$ cat src/rtl/multicycle_controller_pkg.sv
// Shared definitions for the multicycle controller.
//   - RV32 base opcodes handled by the controller
//   - FSM state encoding (also exported on the state port)
//   - ALU_OP constants and reg_data_mux encodings
//   - one-hot instruction class indices and the control-word struct
package multicycle_controller_pkg;

  localparam logic [6:0] OPC_OP     = 7'b0110011;
  localparam logic [6:0] OPC_OP_IMM = 7'b0010011;
  localparam logic [6:0] OPC_STORE  = 7'b0100011;
  localparam logic [6:0] OPC_LOAD   = 7'b0000011;
  localparam logic [6:0] OPC_BRANCH = 7'b1100011;
  localparam logic [6:0] OPC_JALR   = 7'b1100111;
  localparam logic [6:0] OPC_JAL    = 7'b1101111;
  localparam logic [6:0] OPC_LUI    = 7'b0110111;
  localparam logic [6:0] OPC_AUIPC  = 7'b0010111;
  localparam logic [6:0] F7_MULDIV  = 7'b0000001;

  typedef enum logic [2:0] {
    ST_FETCH  = 3'd0,
    ST_DECODE = 3'd1,
    ST_EXEC   = 3'd2,
    ST_MEM    = 3'd3,
    ST_WB     = 3'd4,
    ST_MDU    = 3'd5,
    ST_TRAP   = 3'd6
  } state_e;

  localparam logic [3:0] ALU_ADD = 4'b0000;
  localparam logic [3:0] ALU_BP  = 4'b0111;  // pass operand B (LUI)
  localparam logic [3:0] ALU_NOP = 4'b1111;

  localparam logic [1:0] RD_MEM = 2'b00;
  localparam logic [1:0] RD_ALU = 2'b01;
  localparam logic [1:0] RD_MDU = 2'b10;
  localparam logic [1:0] RD_PC4 = 2'b11;

  // one-hot instruction class bit positions
  localparam int CLS_R     = 0;
  localparam int CLS_I     = 1;
  localparam int CLS_STORE = 2;
  localparam int CLS_LOAD  = 3;
  localparam int CLS_BR    = 4;
  localparam int CLS_JALR  = 5;
  localparam int CLS_JAL   = 6;
  localparam int CLS_LUI   = 7;
  localparam int CLS_AUIPC = 8;
  localparam int CLS_MDU   = 9;
  localparam int CLS_W     = 10;

  typedef logic [CLS_W-1:0] cls_t;

  typedef struct packed {
    logic       imem_req;
    logic       ir_we;
    logic       pc_we;
    logic       pc_mux;
    logic       op1_mux;
    logic       op2_mux;
    logic [3:0] alu_op;
    logic [1:0] rd_mux;
    logic       reg_wr_en;
    logic       dmem_req;
    logic       mem_wr_en;
    logic [2:0] mem_control;
    logic       mdu_start;
  } ctl_t;

  // ALU operation for the EXEC cycle of a given class.
  // Only shifts-right carry funct7[5] for OP-IMM (SRLI/SRAI); for the other
  // immediates that bit is part of the immediate and must be ignored.
  function automatic logic [3:0] alu_op_sel(input cls_t cls, input logic [2:0] f3,
                                            input logic f7b5);
    logic [3:0] op;
    op = ALU_NOP;
    if (cls[CLS_R])
      op = {f3, f7b5};
    else if (cls[CLS_I])
      op = (f3 == 3'b101) ? {f3, f7b5} : {f3, 1'b0};
    else if (cls[CLS_LOAD] | cls[CLS_STORE] | cls[CLS_BR] | cls[CLS_JAL] |
             cls[CLS_JALR] | cls[CLS_AUIPC])
      op = ALU_ADD;
    else if (cls[CLS_LUI])
      op = ALU_BP;
    return op;
  endfunction

endpackage

$ cat src/rtl/multicycle_controller_decode.sv
// instr_class_decode: combinational opcode classifier.
//   opcode, funct7 -> cls (one-hot class), legal (exactly one class bit set)
// The M-extension encoding is its own class when M_EXT=1 and illegal otherwise.
module instr_class_decode
  import multicycle_controller_pkg::*;
#(
  parameter int M_EXT = 0
) (
  input  logic [6:0] opcode,
  input  logic [6:0] funct7,
  output cls_t       cls,
  output logic       legal
);

  always_comb begin
    cls = '0;
    case (opcode)
      OPC_OP: begin
        if (funct7 == F7_MULDIV) begin
          if (M_EXT != 0) cls[CLS_MDU] = 1'b1;
        end else begin
          cls[CLS_R] = 1'b1;
        end
      end
      OPC_OP_IMM: cls[CLS_I]     = 1'b1;
      OPC_STORE:  cls[CLS_STORE] = 1'b1;
      OPC_LOAD:   cls[CLS_LOAD]  = 1'b1;
      OPC_BRANCH: cls[CLS_BR]    = 1'b1;
      OPC_JALR:   cls[CLS_JALR]  = 1'b1;
      OPC_JAL:    cls[CLS_JAL]   = 1'b1;
      OPC_LUI:    cls[CLS_LUI]   = 1'b1;
      OPC_AUIPC:  cls[CLS_AUIPC] = 1'b1;
      default:    ;
    endcase
  end

  assign legal = |cls;

endmodule

$ cat src/rtl/multicycle_controller.sv
// multicycle_controller: FSM sequencing a multicycle RV32 datapath.
//   Inputs : IR fields (opcode/funct3/funct7), branch_taken, imem_ready,
//            dmem_ready, mdu_done
//   Outputs: fetch/PC/IR strobes, ALU operand/op selects, writeback select,
//            data memory strobes, mdu_start, sticky illegal_instr/bus_error,
//            current state.
// The datapath is assumed to register the ALU result, so ALU controls are
// only driven during EXEC. Memory waits are bounded by MEM_TIMEOUT; a ready
// arriving after exactly MEM_TIMEOUT wait cycles is still accepted.
module multicycle_controller
  import multicycle_controller_pkg::*;
#(
  parameter int M_EXT       = 0,
  parameter int MEM_TIMEOUT = 16
) (
  input  logic       clk,
  input  logic       rst_n,
  input  logic [6:0] opcode,
  input  logic [2:0] funct3,
  input  logic [6:0] funct7,
  input  logic       branch_taken,
  input  logic       imem_ready,
  input  logic       dmem_ready,
  input  logic       mdu_done,
  output logic       imem_req,
  output logic       ir_we,
  output logic       pc_we,
  output logic       PC_mux,
  output logic       ALU_OP1_mux,
  output logic       ALU_OP2_mux,
  output logic [3:0] ALU_OP,
  output logic [1:0] reg_data_mux,
  output logic       reg_wr_en,
  output logic       dmem_req,
  output logic       mem_wr_en,
  output logic [2:0] mem_control,
  output logic       mdu_start,
  output logic       illegal_instr,
  output logic       bus_error,
  output logic [2:0] state
);

  localparam logic [7:0] TO = 8'(MEM_TIMEOUT);

  state_e     state_q, state_n;
  logic [7:0] cnt_q;
  logic       ill_q, berr_q;
  logic       set_ill, set_berr;
  logic       waiting, timed_out;
  cls_t       cls;
  logic       legal;
  ctl_t       c;

  instr_class_decode #(.M_EXT(M_EXT)) u_dec (
    .opcode (opcode),
    .funct7 (funct7),
    .cls    (cls),
    .legal  (legal)
  );

  // cnt_q = wait cycles already spent in the current FETCH/MEM visit
  assign waiting   = ((state_q == ST_FETCH) && !imem_ready) ||
                     ((state_q == ST_MEM)   && !dmem_ready);
  assign timed_out = (cnt_q == TO);

  always_comb begin
    state_n       = state_q;
    set_ill       = 1'b0;
    set_berr      = 1'b0;
    c             = '0;
    c.alu_op      = ALU_NOP;
    c.rd_mux      = RD_ALU;
    c.mem_control = 3'b010;
    unique case (state_q)
      ST_FETCH: begin
        c.imem_req = 1'b1;
        if (imem_ready) begin
          c.ir_we = 1'b1;
          state_n = ST_DECODE;
        end else if (timed_out) begin
          set_berr = 1'b1;
          state_n  = ST_TRAP;
        end
      end
      ST_DECODE: begin
        if (!legal) begin
          set_ill = 1'b1;
          state_n = ST_TRAP;
        end else if (cls[CLS_MDU]) begin
          c.mdu_start = 1'b1;
          state_n     = ST_MDU;
        end else begin
          state_n = ST_EXEC;
        end
      end
      ST_EXEC: begin
        c.alu_op  = alu_op_sel(cls, funct3, funct7[5]);
        c.op1_mux = cls[CLS_BR] | cls[CLS_JAL] | cls[CLS_AUIPC];
        c.op2_mux = cls[CLS_R];
        if (cls[CLS_LOAD] | cls[CLS_STORE]) begin
          state_n = ST_MEM;
        end else if (cls[CLS_BR]) begin
          // branch retires here: no writeback cycle
          c.pc_we  = 1'b1;
          c.pc_mux = branch_taken;
          state_n  = ST_FETCH;
        end else begin
          state_n = ST_WB;
        end
      end
      ST_MEM: begin
        c.dmem_req    = 1'b1;
        c.mem_control = funct3;
        c.mem_wr_en   = cls[CLS_STORE];
        if (dmem_ready) begin
          if (cls[CLS_STORE]) begin
            c.pc_we = 1'b1;
            state_n = ST_FETCH;
          end else begin
            state_n = ST_WB;
          end
        end else if (timed_out) begin
          set_berr = 1'b1;
          state_n  = ST_TRAP;
        end
      end
      ST_WB: begin
        c.reg_wr_en = 1'b1;
        c.pc_we     = 1'b1;
        c.pc_mux    = cls[CLS_JAL] | cls[CLS_JALR];
        if (cls[CLS_LOAD])                    c.rd_mux = RD_MEM;
        else if (cls[CLS_JAL] | cls[CLS_JALR]) c.rd_mux = RD_PC4;
        else if (cls[CLS_MDU])                c.rd_mux = RD_MDU;
        else                                  c.rd_mux = RD_ALU;
        state_n = ST_FETCH;
      end
      ST_MDU: begin
        if (mdu_done) state_n = ST_WB;
      end
      ST_TRAP: ;
      default: state_n = ST_FETCH;  // unused encoding: recover
    endcase
  end

  always_ff @(posedge clk or negedge rst_n) begin
    if (!rst_n) begin
      state_q <= ST_FETCH;
      cnt_q   <= '0;
      ill_q   <= 1'b0;
      berr_q  <= 1'b0;
    end else begin
      state_q <= state_n;
      if (state_n != state_q) cnt_q <= '0;
      else if (waiting)       cnt_q <= cnt_q + 8'd1;
      if (set_ill)  ill_q  <= 1'b1;
      if (set_berr) berr_q <= 1'b1;
    end
  end

  assign imem_req      = c.imem_req;
  assign ir_we         = c.ir_we;
  assign pc_we         = c.pc_we;
  assign PC_mux        = c.pc_mux;
  assign ALU_OP1_mux   = c.op1_mux;
  assign ALU_OP2_mux   = c.op2_mux;
  assign ALU_OP        = c.alu_op;
  assign reg_data_mux  = c.rd_mux;
  assign reg_wr_en     = c.reg_wr_en;
  assign dmem_req      = c.dmem_req;
  assign mem_wr_en     = c.mem_wr_en;
  assign mem_control   = c.mem_control;
  assign mdu_start     = c.mdu_start;
  assign illegal_instr = ill_q;
  assign bus_error     = berr_q;
  assign state         = state_q;

endmodule
$ cat config.mk
export PLATFORM = sky130hd
export DESIGN_NAME = multicycle_controller
export DESIGN_NICKNAME = d
export VERILOG_FILES = /design/src/rtl/multicycle_controller_pkg.sv /design/src/rtl/multicycle_controller_decode.sv /design/src/rtl/multicycle_controller.sv
export SDC_FILE = /design/constraint.sdc
export NUM_CORES = 1
export LEC_CHECK = 0
export CORE_MARGIN = 2
export CORE_UTILIZATION = 43
export DETAILED_ROUTE_END_ITERATION = 12
export PLACE_DENSITY = 0.9
export REMOVE_ABC_BUFFERS = 1
export SETUP_SLACK_MARGIN = 0.3
export SYNTH_ARGS = -nofsm -noshare
export SYNTH_HDL_FRONTEND = slang
export SYNTH_SLANG_ARGS = --single-unit
$ cat constraint.sdc
create_clock -name clk -period 2.1 [get_ports clk]
set_input_delay 0.21 -clock clk [delete_from_list [all_inputs] [get_ports clk]]
set_output_delay 0.21 -clock clk [all_outputs]
set_load 0.02 [all_outputs]
==> results.md <==
- Slowest stage delay, CP: 0.44 ns
- CP Data Required Time: 1.89 ns
- Gr usage total: 27.6%
- Post-synth EDFFs: 0
- WP buf/inv: 1
- Synthesis-to-finish area growth: 80.2%
- Nature of the critical path startpoint: flip-flop
- Hold crit path type: primary input to asynchronous set/reset pin
- # fillers: 146
- CTS H-tree depth: 1
- FMAX: 0.538 GHz
- Critical-path cell list: nand2_1 -> nor2_2 -> and4_4 -> nand2_1 -> o311ai_1 -> buf_2
- Post-synth top area share: 28.0%
- Cell Area, Synth: 1160 um2
- CTS max path bufs: 2
- Worst slack at placement: -0.444 ns
- Ant. Diodes: 0
- Slowest-stage cell, CP: dfrtp_2
- Asr flop ratio synth: 100%
- Final Max Slew Viols: 0
- Synthesized flop and latch total: 13
- Total power: 1.53 mW
- Ys Warns: 0
- Worst slew margin: 63.3%
- Port buffer count: 45
- DRC: 0
- IO Count: 47
- Synth top area cells: dfrtp_1 28%, nor2_1 7.4%, nand2_1 6.1%
- Synthesized area per cell: 7.50 um2
- Vias post-DR: 1559
- Die area: 3130 um2
- Register area share after synthesis: 28.0%
- Critical path start-end classification: flip-flop to primary output
- Commonest register cell after synthesis: dfrtp_1
- Worst-path clk slew: 0.08 ns
- Core area: 2520 um2
- Outcome: completed
- Leading area contributor after synthesis: dfrtp_1
- CTS tree: built
- Die width: 56.0 um
- Global placement routability congestion: 1.07
- Vias in the first global route: 1488
- Final core utilization: 83.0%
- Die Height: 56.0 um
- Layout cells sized above 1: 41.8%
- Layout Skew: 0.00220 ns
- Leakage power: 0.943 nW
- Root buf cell: clkbuf_4
- Total grt overflow: 0
- Num CTS Buffers: 3
- CP max FO: 6
- Setup TNS: 0 ns
- First-pass GRT wire length: 6.84 mm
- Final net count: 263
- RSZ-0062 raised after global routing: yes
- Fin crit period: 1.86 ns
- Period Utilization, post-route: 88.6%
- Hold Slack: 0.277 ns
- CP arrival: 1.65 ns
- Final HPWL DP: 2.97 mm
- DR WL/cell: 18.4 um
- Initial antenna violation count: 0
- CP delay by family, top: simple AND/OR/NAND/NOR gates
- Setup ws final: 0.240 ns
- Setup crit end kind: primary output
- Vias per cell: 5.84
- Least-Margin Pin Slew: 0.549 ns
- Largest net degree at the start of global routing: 14
- Gate Count Post-Synth: 155
- Row count: 18
- Worst vdd rail ir drop: 800 uV
- CP most frequent cell: nand2_1
- Drt first-iter violations: 70
- Final setup violation count: 0
- Number of routed nets with antenna violations: 0
- CTS sink count: 13
- Final Hold Fails: 0
- DR pass1 iterations: 4
- Cell variety after synth: 41
- Drt total wl: 4.91 mm
- Pwr dens: 729 nW/um2
- Max cap viols: 0
- Latest clock arrival within the worst-skew pair: 0.28 ns
- Starting Density: 46.1%
[layout make-up]
| cell class | count | area, um2 | area share (%) |
|---|---|---|---|
| well taps | 30 | 37.5 | 1.79 |
| flip-flops and latches | 13 | 329 | 15.7 |
| multi-input cells | 127 | 955 | 45.6 |
| repair buffers | 86 | 721 | 34.4 |
| inverters | 7 | 26.3 | 1.25 |
| clock buffers | 4 | 26.3 | 1.25 |
[metal layers]
metal | GRT usage [%] | part of all wire (%) | vias up
li1 | - | - | 705
met1 | 31.4 | 37 | 735
met2 | 50.8 | 52 | 90
met3 | 5.12 | 5.6 | 29
met4 | 9.86 | 5.2 | 0
met5 | 0 | 0 | -
[through the flow]
step / cell area (um2) / cells
global placement: 1810 / 250
CTS: 1960 / 259
detailed placement: 1810 / 250
finish: 2090 / 267
global route: 2090 / 267
floorplan: 1110 / 147
[cell families after synthesis]
family,count (synthesis),synth area share (%)
AND/OR/NAND/NOR,95,43.2
AO/OA/AOI/OAI,20,12.7
buffers and inverters,15,6.78
flip-flops,13,28.0
XOR/XNOR,8,6.03
adder cells (fa/ha/maj),2,2.15
other,1,0.323
multiplexers,1,0.861
[power by group]
group	internal (mW)	switching [mW]	total [mW]
clock network	0.0739	0.0851	0.159
logic	0.482	0.532	1.01
registers	0.288	0.0659	0.353
[cells in the mapped netlist (2+ instances only)]
| cell | number |
|---|---|
| nor3_1 | 8 |
| and2_1 | 5 |
| ha_1 | 2 |
| nand2_1 | 19 |
| and3_1 | 4 |
| a21oi_1 | 5 |
| dfrtp_1 | 13 |
| a211oi_1 | 3 |
| and4_1 | 2 |
| xor2_1 | 6 |
| buf_4 | 2 |
| inv_1 | 7 |
| nor2b_1 | 6 |
| or3_1 | 3 |
| xnor2_1 | 2 |
| nand3b_1 | 3 |
| nand2b_1 | 4 |
| o211ai_1 | 3 |
| clkbuf_1 | 4 |
| nor2_1 | 23 |
| nand3_1 | 5 |
| buf_6 | 2 |
| nand4_1 | 5 |
| nor4b_1 | 2 |
[placed cells by master, fill, tap and decap left out, types with 3 or more instances in the layout]
cell type / Yosys / final
buf_4: 2 / 43
nand2_1: 19 / 19
nor2_1: 23 / 17
clkdlybuf4s50_1: 0 / 13
dfrtp_1: 13 / 10
dlygate4sd2_1: 0 / 8
nor2_2: 0 / 6
xor2_1: 6 / 6
nor3_1: 8 / 6
clkbuf_2: 0 / 6
inv_1: 7 / 5
nand4_1: 5 / 5
nand3_1: 5 / 5
a21oi_1: 5 / 5
nand2b_1: 4 / 4
dlymetal6s2s_1: 0 / 4
buf_2: 0 / 4
buf_6: 2 / 4
o211ai_1: 3 / 3
nor2b_1: 6 / 3
and2_1: 5 / 3
nand3b_1: 3 / 3
clkbuf_4: 0 / 3
dfrtp_2: 0 / 3
[sequential cells by signal (all words and copies together), names as in the netlist]
register	count
cnt_q	8
state	3
bus_error	1
illegal_instr	1
[path summary, 6_finish.rpt]
check	end	start	slack [ns]	cells past startpoint
setup / recovery	pc_we	state[0]	0.24	6
hold / removal	cnt_q[5]	rst_n	0.28	1
setup reg to reg	cnt_q[7]	state[0]	0.30	7
hold reg to reg	illegal_instr	illegal_instr	0.48	1
max in group asynchronous	state[1]	rst_n	1.43	1
min in group clk	illegal_instr	illegal_instr	0.48	1
[repair_timing]
item / CTS / global route
pin swaps: 7 / 13
buffers inserted: 5 / 8
endpoints found under the setup margin: 28 / 24
hold endpoints to repair: 0 / 0
gates resized for setup: 97 / 46
hold buffers: 0 / 0
Note: power is estimated with default switching activity, not from simulation.
